<file path="config.mk">
export PLATFORM = sky130hd
export DESIGN_NAME = palette_lut_banked
export DESIGN_NICKNAME = d
export VERILOG_FILES = /design/src/rtl/palette_lut_banked.sv
export SDC_FILE = /design/constraint.sdc
export NUM_CORES = 1
export LEC_CHECK = 0
export CORE_MARGIN = 2
export CORE_UTILIZATION = 60
export CTS_BUF_LIST = sky130_fd_sc_hd__clkbuf_8
export DETAILED_ROUTE_END_ITERATION = 16
export PLACE_DENSITY = 0.78
export SYNTH_ARGS = -nofsm -noshare
export SYNTH_HDL_FRONTEND = slang
export SYNTH_SLANG_ARGS = --single-unit
</file>
<file path="constraint.sdc">
create_clock -name Clk -period 11.2 [get_ports Clk]
set_input_delay 2.8 -clock Clk [delete_from_list [all_inputs] [get_ports Clk]]
set_output_delay 2.8 -clock Clk [all_outputs]
set_load 0.05 [all_outputs]
</file>
<file path="src/rtl/palette_lut_banked.sv">
// palette_lut_banked: writable multi-bank colour palette for the pixel path.
// A pixel index goes in every clock. Registered RGB comes out two cycles later,
// scaled by a global brightness. Brightness fades toward a target one step per
// FADE_DIV frames. Bank swaps only take effect at frame start.
//
// Ports:
//   Clk, Reset_n          pixel clock, async active-low reset
//   busy                  high during the post-reset clear sweep
//   wr_en/bank/addr/data  palette entry write (ignored while busy)
//   swap_req/swap_bank    request a display bank for the next frame
//   active_bank           bank currently displayed
//   frame_start           one-cycle pulse at the start of each frame
//   fade_start/target     load a new brightness target
//   brightness, fade_busy current brightness, brightness != target
//   pix_valid_in, index   pixel index and its qualifier
//   pix_valid, red, green, blue, is_key   scaled colour output, latency 2
module palette_lut_banked #(
  parameter int IDX_W    = 4,
  parameter int CH_W     = 4,
  parameter int BANKS    = 2,
  parameter int FADE_DIV = 1,
  localparam int BW      = (BANKS > 1) ? $clog2(BANKS) : 1
) (
  input  logic              Clk,
  input  logic              Reset_n,
  output logic              busy,
  input  logic              wr_en,
  input  logic [BW-1:0]     wr_bank,
  input  logic [IDX_W-1:0]  wr_addr,
  input  logic [3*CH_W-1:0] wr_data,
  input  logic              swap_req,
  input  logic [BW-1:0]     swap_bank,
  output logic [BW-1:0]     active_bank,
  input  logic              frame_start,
  input  logic              fade_start,
  input  logic [CH_W-1:0]   fade_target,
  output logic [CH_W-1:0]   brightness,
  output logic              fade_busy,
  input  logic              pix_valid_in,
  input  logic [IDX_W-1:0]  index,
  output logic              pix_valid,
  output logic [CH_W-1:0]   red,
  output logic [CH_W-1:0]   green,
  output logic [CH_W-1:0]   blue,
  output logic              is_key
);
  localparam int STAGES  = 2;
  localparam int DEPTH   = 1 << IDX_W;
  localparam int ENTRIES = BANKS * DEPTH;
  localparam int AW      = BW + IDX_W;
  localparam int EW      = 3 * CH_W;
  localparam int DW      = (FADE_DIV > 1) ? $clog2(FADE_DIV) : 1;
  localparam logic [BW:0]   NBANK    = (BW+1)'(BANKS);
  localparam logic [AW-1:0] LAST     = AW'(ENTRIES - 1);
  localparam logic [DW-1:0] DIV_LAST = DW'(FADE_DIV - 1);

  // ---------------- clear FSM ----------------
  typedef enum logic {CLEAR, RUN} state_t;
  state_t        state, state_nxt;
  logic [AW-1:0] clr_addr;

  always_ff @(posedge Clk or negedge Reset_n) begin
    if (!Reset_n) begin
      state    <= CLEAR;
      clr_addr <= '0;
    end else begin
      state <= state_nxt;
      if (state == CLEAR) clr_addr <= clr_addr + 1'b1;
    end
  end

  always_comb begin
    state_nxt = state;
    busy      = 1'b0;
    case (state)
      CLEAR: begin
        busy = 1'b1;
        if (clr_addr == LAST) state_nxt = RUN;
      end
      default: ;
    endcase
  end

  // ---------------- palette storage ----------------
  // Flat array addressed {bank, entry}; the sweep walks it linearly.
  logic [EW-1:0] mem [ENTRIES];
  logic          wr_ok;

  assign wr_ok = (state == RUN) && wr_en && ({1'b0, wr_bank} < NBANK);

  always_ff @(posedge Clk) begin
    if (state == CLEAR)
      mem[clr_addr] <= '0;
    else if (wr_ok)
      mem[{wr_bank, wr_addr}] <= wr_data;
  end

  // ---------------- swap control ----------------
  logic [BW-1:0] pend_bank;
  logic          pend_vld;

  always_ff @(posedge Clk or negedge Reset_n) begin
    if (!Reset_n) begin
      active_bank <= '0;
      pend_bank   <= '0;
      pend_vld    <= 1'b0;
    end else begin
      if (frame_start && pend_vld) begin
        active_bank <= pend_bank;
        pend_vld    <= 1'b0;
      end
      // A request arriving with frame_start waits for the next frame.
      if (swap_req && ({1'b0, swap_bank} < NBANK)) begin
        pend_bank <= swap_bank;
        pend_vld  <= 1'b1;
      end
    end
  end

  // ---------------- fade control ----------------
  logic [CH_W-1:0] target;
  logic [DW-1:0]   div;

  always_ff @(posedge Clk or negedge Reset_n) begin
    if (!Reset_n) begin
      brightness <= '1;
      target     <= '1;
      div        <= '0;
    end else if (fade_start) begin
      // New target wins over a coincident frame step.
      target <= fade_target;
      div    <= '0;
    end else if (frame_start) begin
      if (div == DIV_LAST) begin
        div <= '0;
        if (brightness < target)      brightness <= brightness + 1'b1;
        else if (brightness > target) brightness <= brightness - 1'b1;
      end else begin
        div <= div + 1'b1;
      end
    end
  end

  assign fade_busy = (brightness != target);

  // ---------------- lookup pipeline ----------------
  function automatic logic [CH_W-1:0] scale(input logic [CH_W-1:0] c,
                                            input logic [CH_W-1:0] b);
    logic [2*CH_W:0] p;
    p = {{(CH_W+1){1'b0}}, c} * ({{CH_W{1'b0}}, b} + (2*CH_W+1)'(1));
    return CH_W'(p >> CH_W);
  endfunction

  logic              vld_in;
  logic [STAGES:1]   vld_pipe;
  logic [EW-1:0]     ent_s1;
  logic              key_s1;

  // Inputs are dropped during the sweep; the pipe then drains on its own.
  assign vld_in = pix_valid_in && (state == RUN);

  always_ff @(posedge Clk or negedge Reset_n) begin
    if (!Reset_n) begin
      vld_pipe <= '0;
      ent_s1   <= '0;
      key_s1   <= 1'b0;
      red      <= '0;
      green    <= '0;
      blue     <= '0;
      is_key   <= 1'b0;
    end else begin
      vld_pipe <= {vld_pipe[STAGES-1:1], vld_in};
      ent_s1   <= mem[{active_bank, index}];
      key_s1   <= (index == '0);
      if (vld_pipe[1]) begin
        red    <= scale(ent_s1[3*CH_W-1:2*CH_W], brightness);
        green  <= scale(ent_s1[2*CH_W-1:CH_W],   brightness);
        blue   <= scale(ent_s1[CH_W-1:0],        brightness);
        is_key <= key_s1;
      end else begin
        red    <= '0;
        green  <= '0;
        blue   <= '0;
        is_key <= 1'b0;
      end
    end
  end

  assign pix_valid = vld_pipe[STAGES];

endmodule

</file>
==> results of run 1 <==
-- critical path, delay by kind of cell, from the launching register on --
family        cells  cell delay, ns
fa+ha+maj         1            0.33
simple gates      2            0.20
flops             1            0.70
buf+inv           3            0.97
-- flip-flops by register name, summed over array words and instances, names as in the netlist, 2 cells and up --
name,cells
vld_pipe,2
blue,4
target,4
green,4
red,4
clr_addr,5
mem,384
ent_s1,12
brightness,4
-- final timing paths --
kind,start,end,slack [ns]
hold / removal,pend_vld$_DFFE_PN0P_,pend_vld$_DFFE_PN0P_,0.49
max in group asynchronous,Reset_n,ent_s1[8]$_DFF_PN0_,8.43
min in group asynchronous,Reset_n,green[1]$_DFF_PN0_,2.34
setup / recovery,brightness[0]$_DFFE_PN1P_,fade_busy,5.61
hold reg to reg,pend_vld$_DFFE_PN0P_,pend_vld$_DFFE_PN0P_,0.49
setup reg to reg,brightness[0]$_DFFE_PN1P_,green[3]$_DFF_PN0_,7.02
-- per-layer routing --
metal  vias to the layer above  GRT usage (%)  wire length, um
met5                         -              0                0
met4                         0           8.40             1060
met2                       569           40.5            18900
li1                       4133              -                -
met1                      4873           35.9            15100
met3                        92           6.92             4160
-- per-stage QoR --
| stage | hold slack, ns | utilization, % |
|---|---|---|
| 2_1_floorplan | 0.395 | - |
| 3_3_place_gp | 0.461 | 63.7 |
| 3_5_place_dp | 0.474 | 63.7 |
| 4_1_cts | 0.487 | 67.9 |
| 5_1_grt | 0.509 | 67.9 |
| 6_report | 0.485 | 67.9 |
-- logic make-up (layout without fill, tap and decap cells) --
logic type	Yosys count	in the layout	synth area share (%)
AOI/OAI and AO/OA	105	105	3.92
muxes	126	126	12.9
xor gates and xnor gates	23	23	1.12
adders and majority gates	52	52	4.27
and+or+nand+nor	183	183	5.12
buffers and inverters	77	228	2.54
DFF	429	429	70.2
-- layout by cell type (no fill, tap or decap), drive strengths merged, types with 13 or more instances in the layout --
cell / count
edfxtp: 384
mux4: 81
clkbuf: 72
inv: 65
clkdlybuf4s50: 49
nand2: 48
nor2: 40
mux2i: 37
dfrtp: 37
and2: 36
ha: 36
buf: 25
a22oi: 24
a21oi: 23
fa: 16
o22ai: 14
and3: 14
clkinv: 13
-- power by group through the flow --
| stage | logic (mW) | registers (mW) | clock network (mW) |
|---|---|---|---|
| floorplan | 0.569 | 1.92 | 0 |
| global placement | 0.812 | 1.88 | 0 |
| detailed placement | 0.842 | 1.88 | 0 |
| CTS | 0.846 | 1.84 | 1.23 |
| global route | 0.955 | 1.85 | 1.30 |
| finish | 0.841 | 1.84 | 1.21 |
-- area by class of cell --
cell class	count	share of cell area, %
Clock buffer	72	4.92
Inverter	32	0.597
Tap cell	390	2.42
Clock inverter	50	1.28
Multi-Input combinational cell	489	24.5
Timing Repair Buffer	74	3.35
Sequential cell	429	62.9
==> impl_metrics.ini, run 1 <==
[die]
die_h_um = 177
row_count = 63
die_area_um2 = 31500
io_pins = 54
core_um2 = 29600
die_w_um = 177
floorplan.initialDensity_pct = 60.9

[pwr]
cellPowerDensity_nw_per_um2 = 194
pwr-share-seq_pct = 47.3
peakVddDrop_v = 0.0000954
total_leakage_power_nw = 7.66
p_int_mw = 2.75
p_sw_mw = 1.15
netSwitchingFraction_pct = 29.4
finalPower_mw = 3.90
pwr-share-comb_pct = 21.6
pwr-share-clk_pct = 31.1

[sta]
maxSlewHeadroom_pct = 18.3
min_period_over_period_pct = 49.9
fin_crit_ns = 5.59
fin_worst_skew_ns = 0.0178
fmax_ghz = 0.179
rsz0062_at_grt = false
fin_setup_tns_ns = 0
final-hold-violation-count = 0
worst_pin_slew_ns = 1.22
fin_ws_ns = 5.61
setup_violations = 0
finalMaxSlewViolations = 0

[clock_network]
h-tree-depth = 3
clk_latency_ns = 0.59
clkTransAtPathRegs_ns = 0.05
cts_sinks = 429
cts_buffer_depth = 3
cts_post_setup_buffers_inserted = 0
cts_resized = 0
cts_made_buffers = 68
tritoncts = done
clockRootBuffer = clkbuf_8
hold_buffers = 0

[finish]
layout-drive-gt1-share_pct = 17.2
multiInputGateArea_um2 = 4930
fin_cells = 1536
final-seq-area_um2 = 12700
diodes = 0
design_area_um2 = 20100
nNetsFinal = 1179
fillers = 1949
syn2layout_area_growth_pct = 11.5

[route]
drt_iter0_markers = 1194
vias = 9667
drc = 0
drtPass1Iterations = 7
viasPerCell = 6.29
finalWirelength_mm = 39.3
wl_per_cell_um = 25.6
ant_nets = 0

[placed_design]
dp_slack_ns = 5.48
gp_routability_congestion = 0.925
port_buffers = 53
placed_cell_area_um2 = 18900
placedCellCount = 1414
hpwl_mm = 24.7

[worst_hold_path]
hold-path-cell-count = 1
hold_path.class = flip-flop to flip-flop

[worst_setup_path]
cp-start-kind = flip-flop
rr_worst_depth = 12
worstSetupPathType = flip-flop to output pin
crit_chain = inv_1, ha_1, nand2_1, nor2_1, inv_1, clkdlybuf4s50_1
slowest_stage = dfstp_2
cp.arrival_ns = 2.79
critPathMaxStageDelay_ns = 0.70
crit_required_ns = 8.40
path_max_fanout = 13
crit_path_frequent_cell = inv_1
cp-end-kind = output pin

[logic_synthesis]
synthesis.nets = 1080
syn_avg_cell_area_um2 = 18.1
async_flop_share_pct = 10.5
synth-edff-count = 384
ys_warn_count = 0
yosysMostFrequentCell = edfxtp_1
synthTopCellsByArea = edfxtp_1 (64%), mux4_2 (8.9%), dfrtp_1 (5.1%), ha_1 (2.5%), mux2i_1 (2.1%)
yosysTopAreaCell = edfxtp_1
yosysSeqAreaShare_pct = 70.2
synth_flop_cell = edfxtp_1
ys_ff_latch = 429
netlist.area_leader.share_pct = 63.9
synth.cell_area_um2 = 18100
synth_cell_types = 51
syn_inst = 995
yosys-top-cells-count = edfxtp_1 (384), mux4_2 (71), nand2_1 (48)

[grt]
antenna_found_initial = 0
grt_pass1_wl_mm = 58.9
grt_max_degree = 54
track_usage_pct = 25.9
grt_pass1_vias = 9621
grt_remaining_overflow = 0

[status]
status = finished, final reports clean

[run]
drv_cap = 0
No activity file was read; power rests on OpenSTA's default activity.
==> run 2, diff against run 1 <==
==> constraint.sdc (replaced) <==
create_clock -name Clk -period 5.3 [get_ports Clk]
set_input_delay 1.325 -clock Clk [delete_from_list [all_inputs] [get_ports Clk]]
set_output_delay 1.325 -clock Clk [all_outputs]
set_load 0.05 [all_outputs]
==> run 2 against run 1 <==
Against the previous run: critical path depth unchanged; routed wire length is 0.19% higher; clock skew up 0.023 ns; register-to-register slack got worse by 5.8 ns; first-iteration DRC count is 1.8% lower; design area rose by 1.2%; core utilization grew 0.83 points; power grew 120%; clock power is 130% higher; via count increased by 0.23%; combinational power increased by 120%; die area stayed put; critical path type unchanged; critical endpoint unchanged; largest power group unchanged; highest routed layer unchanged.
==> impl_metrics.ini, run 2 (synthesized netlist as in run 1, its figures left out) <==
[worst_setup_path]
worstReg2RegEnd = blue[3]$_DFF_PN0_
path_max_fanout = 13
r2r_start = brightness[0]$_DFFE_PN1P_
rr_worst_depth = 12
worstSetupPathType = flip-flop to output pin
crit_required_ns = 3.97
r2r_slack_ns = 1.24
crit_end = fade_busy
cp-end-kind = output pin
setup.worst_path.start = brightness[0]$_DFFE_PN1P_
cp-start-kind = flip-flop
cp.arrival_ns = 2.76

[run]
drv_cap = 0

[route]
finalWirelength_mm = 39.3
wl_per_cell_um = 25.3
drt_iter0_markers = 1172
drc = 0
ant_nets = 0
viasPerCell = 6.22
drtPass1Iterations = 5
vias = 9689

[finish]
layout-drive-gt1-share_pct = 19.1
largest_reg_flops = 384
multiInputGateArea_um2 = 4930
fillers = 1921
nNetsFinal = 1199
final_common_cell = edfxtp_1
reg.largest.list = mem (384), ent_s1 (12), clr_addr (5)
syn2layout_area_growth_pct = 12.8
final_cell_mix = edfxtp_1 (384), clkbuf_8 (72), mux4_2 (71)
diodes = 0
final-seq-area_um2 = 12700
largest_register = mem

[sta]
maxSlewHeadroom_pct = 21.9
rsz0062_at_grt = false
fin_crit_ns = 4.08
fin_ws_ns = 1.22
fin_setup_tns_ns = 0
min_period_over_period_pct = 77.0
fin_worst_skew_ns = 0.0410
hold-worst-slack_ns = 0.490
worst_pin_slew_ns = 1.17
finalMaxSlewViolations = 0
final-hold-violation-count = 0
setup_violations = 0
fmax_ghz = 0.245

[clock_network]
clockRootBuffer = clkbuf_8
hold_buffers = 0
cts_resized = 0
tritoncts = done
cts_sinks = 429
clkTransAtPathRegs_ns = 0.06
h-tree-depth = 3
cts_made_buffers = 69
cts_buffer_depth = 3
cts_post_setup_buffers_inserted = 0
clk_latency_ns = 0.61

[pwr]
total_leakage_power_nw = 7.78
peakVddDrop_v = 0.000240
cellPowerDensity_nw_per_um2 = 414

[die]
core_um2 = 29600
floorplan.initialDensity_pct = 60.9
io_pins = 54
die_w_um = 177
die_area_um2 = 31500
row_count = 63
die_h_um = 177

[grt]
grt_pass1_vias = 9735
track_usage_pct = 26.0
grt_remaining_overflow = 0
grt_pass1_wl_mm = 59.0
grt_max_degree = 58
antenna_found_initial = 1

[worst_hold_path]
hold_path.class = flip-flop to flip-flop

[placed_design]
gp_routability_congestion = 0.885
hpwl_mm = 25.9
port_buffers = 53
dp_slack_ns = 1.01

[status]
status = finished, final reports clean
run 2: worst min path at each step:
stage                                      from                    end  slack [ns]  cells past startpoint
final                      pend_vld$_DFFE_PN0P_   pend_vld$_DFFE_PN0P_        0.49                      1
after global routing       pend_vld$_DFFE_PN0P_   pend_vld$_DFFE_PN0P_        0.52                      1
after global placement     pend_vld$_DFFE_PN0P_   pend_vld$_DFFE_PN0P_        0.46                      1
after detailed placement   pend_vld$_DFFE_PN0P_   pend_vld$_DFFE_PN0P_        0.48                      1
after floorplan           vld_pipe[1]$_DFF_PN0_  vld_pipe[2]$_DFF_PN0_        0.39                      0
after CTS                  pend_vld$_DFFE_PN0P_   pend_vld$_DFFE_PN0P_        0.49                      1
run 2: worst max-delay path, cell delays in order (launching register included):
cell	delay, ns
dfstp_2	0.68
inv_1	0.20
ha_1	0.32
nand2_1	0.04
nor2_1	0.16
inv_1	0.07
clkdlybuf4s50_1	0.70
run 2: routing by layer:
layer	vias up	GRT usage (%)	share of wire [%]	wire length, um
met5	-	0	0	0
met4	0	9.77	3.4	1340
met3	79	6.83	11	4180
met2	539	40.5	47	18600
met1	4893	35.7	39	15300
li1	4178	-	-	-
run 2: layout make-up:
class | instances | share of cell area, %
sequential | 429 | 62.2
inverter | 32 | 0.590
timing repair buffer | 93 | 4.07
tap | 390 | 2.40
multi-input combinational | 489 | 24.2
clock inverter | 52 | 1.71
clock buffer | 72 | 4.86
run 2: power by group:
group | internal (mW) | switching [mW]
Clock | 1.47 | 1.28
Sequential | 3.79 | 0.0803
Combinational | 0.725 | 1.08
run 2: stage by stage:
stage	instance area, um^2	power [mW]	instances	util (%)
2_1_floorplan	18100	5.27	995	-
3_3_place_gp	19000	5.69	1433	64.2
3_5_place_dp	19000	5.75	1433	64.2
4_1_cts	20400	8.48	1557	68.7
5_1_grt	20400	8.87	1557	68.7
6_report	20400	8.42	1557	68.7
==> run 3, diff against run 2 <==
==> constraint.sdc (replaced) <==
create_clock -name Clk -period 3.9 [get_ports Clk]
set_input_delay 0.975 -clock Clk [delete_from_list [all_inputs] [get_ports Clk]]
set_output_delay 0.975 -clock Clk [all_outputs]
set_load 0.05 [all_outputs]
==> run 3 against run 2 <==
Against the previous run: setup slack got worse by 1.1 ns; critical endpoint unchanged; highest routed layer unchanged; critical path type unchanged; first-iteration DRC count fell by 9.1%; clock skew fell by 0.017 ns; register-to-register slack got worse by 0.90 ns; non-clock buffer count rose by 38; clock power rose by 29%; sequential cell count did not move; global-route usage barely moved; routed wire length fell by 1.1%.
==> impl_metrics.ini, run 3 (synthesized netlist as in run 1, its figures left out) <==
[clock_network]
clk_latency_ns = 0.59
cts_resized = 0
clockRootBuffer = clkbuf_8
hold_buffers = 0
h-tree-depth = 3
cts_post_setup_buffers_inserted = 0
cts_made_buffers = 69
cts_sinks = 429
cts_buffer_depth = 3
clkTransAtPathRegs_ns = 0.06
tritoncts = done

[pwr]
peakVddDrop_v = 0.000314
total_leakage_power_nw = 7.98
cellPowerDensity_nw_per_um2 = 549

[grt]
grt_pass1_wl_mm = 59.7
antenna_found_initial = 0
grt_max_degree = 42
track_usage_pct = 26.0
grt_pass1_vias = 10000
grt_remaining_overflow = 0

[die]
die_area_um2 = 31500
io_pins = 54
core_um2 = 29600
die_w_um = 177
floorplan.initialDensity_pct = 60.9
die_h_um = 177
row_count = 63

[route]
finalWirelength_mm = 38.9
viasPerCell = 6.21
drtPass1Iterations = 5
vias = 9891
drt_iter0_markers = 1065
ant_nets = 0
wl_per_cell_um = 24.4
drc = 0

[finish]
fin_cells = 1592
design_area_um2 = 20600
nNetsFinal = 1237
utilization_pct = 69.5
diodes = 0
largest_register = mem
fillers = 1906
final_common_cell = edfxtp_1
largest_reg_flops = 384
syn2layout_area_growth_pct = 14.1
layout-drive-gt1-share_pct = 21.0
final_cell_mix = edfxtp_1 (384), buf_4 (76), clkbuf_8 (72)
reg.largest.list = mem (384), ent_s1 (12), clr_addr (5)

[worst_setup_path]
cp.arrival_ns = 2.77
worstSetupPathType = flip-flop to output pin
crit_required_ns = 2.92
critPathMaxStageDelay_ns = 0.79
crit_buf_inv = 4
crit_chain = buf_4, inv_1, ha_1, nand2_1, nor2_1, inv_1, clkdlybuf4s50_1
slowest_stage = clkdlybuf4s50_1
crit_family = buffers and inverters
cp-start-kind = flip-flop
cp-end-kind = output pin
crit_path_frequent_cell = inv_1
path_max_fanout = 8

[sta]
setup_violations = 0
worst_pin_slew_ns = 1.05
min_period_over_period_pct = 96.0
fin_ws_ns = 0.158
fin_worst_skew_ns = 0.0239
maxSlewHeadroom_pct = 29.9
finalMaxSlewViolations = 0
final-hold-violation-count = 0
fin_crit_ns = 3.74
fin_setup_tns_ns = 0
fmax_ghz = 0.267
rsz0062_at_grt = false

[placed_design]
placedCellCount = 1471
hpwl_mm = 24.8
port_buffers = 53
dp_slack_ns = 0.362
gp_routability_congestion = 0.866
placed_cell_area_um2 = 19300

[worst_hold_path]
hold_path.class = flip-flop to flip-flop

[run]
drv_cap = 0

[status]
status = finished, final reports clean
## run 3: changes by cell type in the layout (fill, tap and decap cells not counted), moves of 2 or more
cell / before / now
inv_1: 51 / 61
bufinv_16: 4 / 2
buf_4: 39 / 76
clkinv_2: 7 / 1
clkinv_1: 16 / 11
## run 3: cell type report
class | instances | area [um^2] | share of cell area (%)
Clock buffer | 72 | 991 | 4.81
Clock inverter | 49 | 275 | 1.34
Inverter | 32 | 120 | 0.583
Multi-Input combinational cell | 489 | 4930 | 23.9
Tap cell | 390 | 488 | 2.37
Timing Repair Buffer | 131 | 1130 | 5.47
Sequential cell | 429 | 12700 | 61.5
## run 3: final timing paths
path / start / end / slack [ns] / cells after the start
worst max-delay path: brightness[0]$_DFFE_PN1P_ / fade_busy / 0.16 / 7
worst min-delay path: pend_vld$_DFFE_PN0P_ / pend_vld$_DFFE_PN0P_ / 0.48 / 1
worst max register to register: brightness[1]$_DFFE_PN1P_ / green[3]$_DFF_PN0_ / 0.34 / 14
worst min register to register: pend_vld$_DFFE_PN0P_ / pend_vld$_DFFE_PN0P_ / 0.48 / 1
max in group asynchronous: Reset_n / target[2]$_DFFE_PN1P_ / 2.56 / 2
min in group asynchronous: Reset_n / ent_s1[11]$_DFF_PN0_ / 0.58 / 1
## run 3: where the power goes
part           switching (mW)  total (mW)  leakage (nW)  internal (mW)
sequential             0.0967        5.24          4.53           5.15
combinational            1.49        2.51          2.71           1.03
clock                    1.70        3.55         0.744           1.85
total                    3.28        11.3          7.98           8.02
## run 3: worst register-to-register path, stage by stage (launching register included)
cell and delay, ns:
dfstp_2 0.61, ha_1 0.20, xor2_1 0.07, buf_4 0.18
and2_1 0.18, fa_1 0.50, inv_1 0.05, fa_1 0.47
inv_1 0.04, ha_1 0.34, nand4b_1 0.11, o2111ai_1 0.28
a21oi_1 0.13, xnor2_1 0.13, and2_1 0.15
## run 3: per-stage QoR
step / hold slack, ns / power, mW
2_1_floorplan: 0.395 / 7.16
3_3_place_gp: 0.461 / 7.78
3_5_place_dp: 0.470 / 7.85
4_1_cts: 0.481 / 11.4
5_1_grt: 0.502 / 11.9
6_report: 0.477 / 11.3
## run 3: routing by layer
layer / vias to the layer above / track usage, % / wire, um
met4: 0 / 9.97 / 1520
met2: 531 / 41.8 / 18800
met1: 5005 / 35.9 / 15100
li1: 4244 / - / -
met5: - / 0 / 0
met3: 111 / 4.84 / 3430
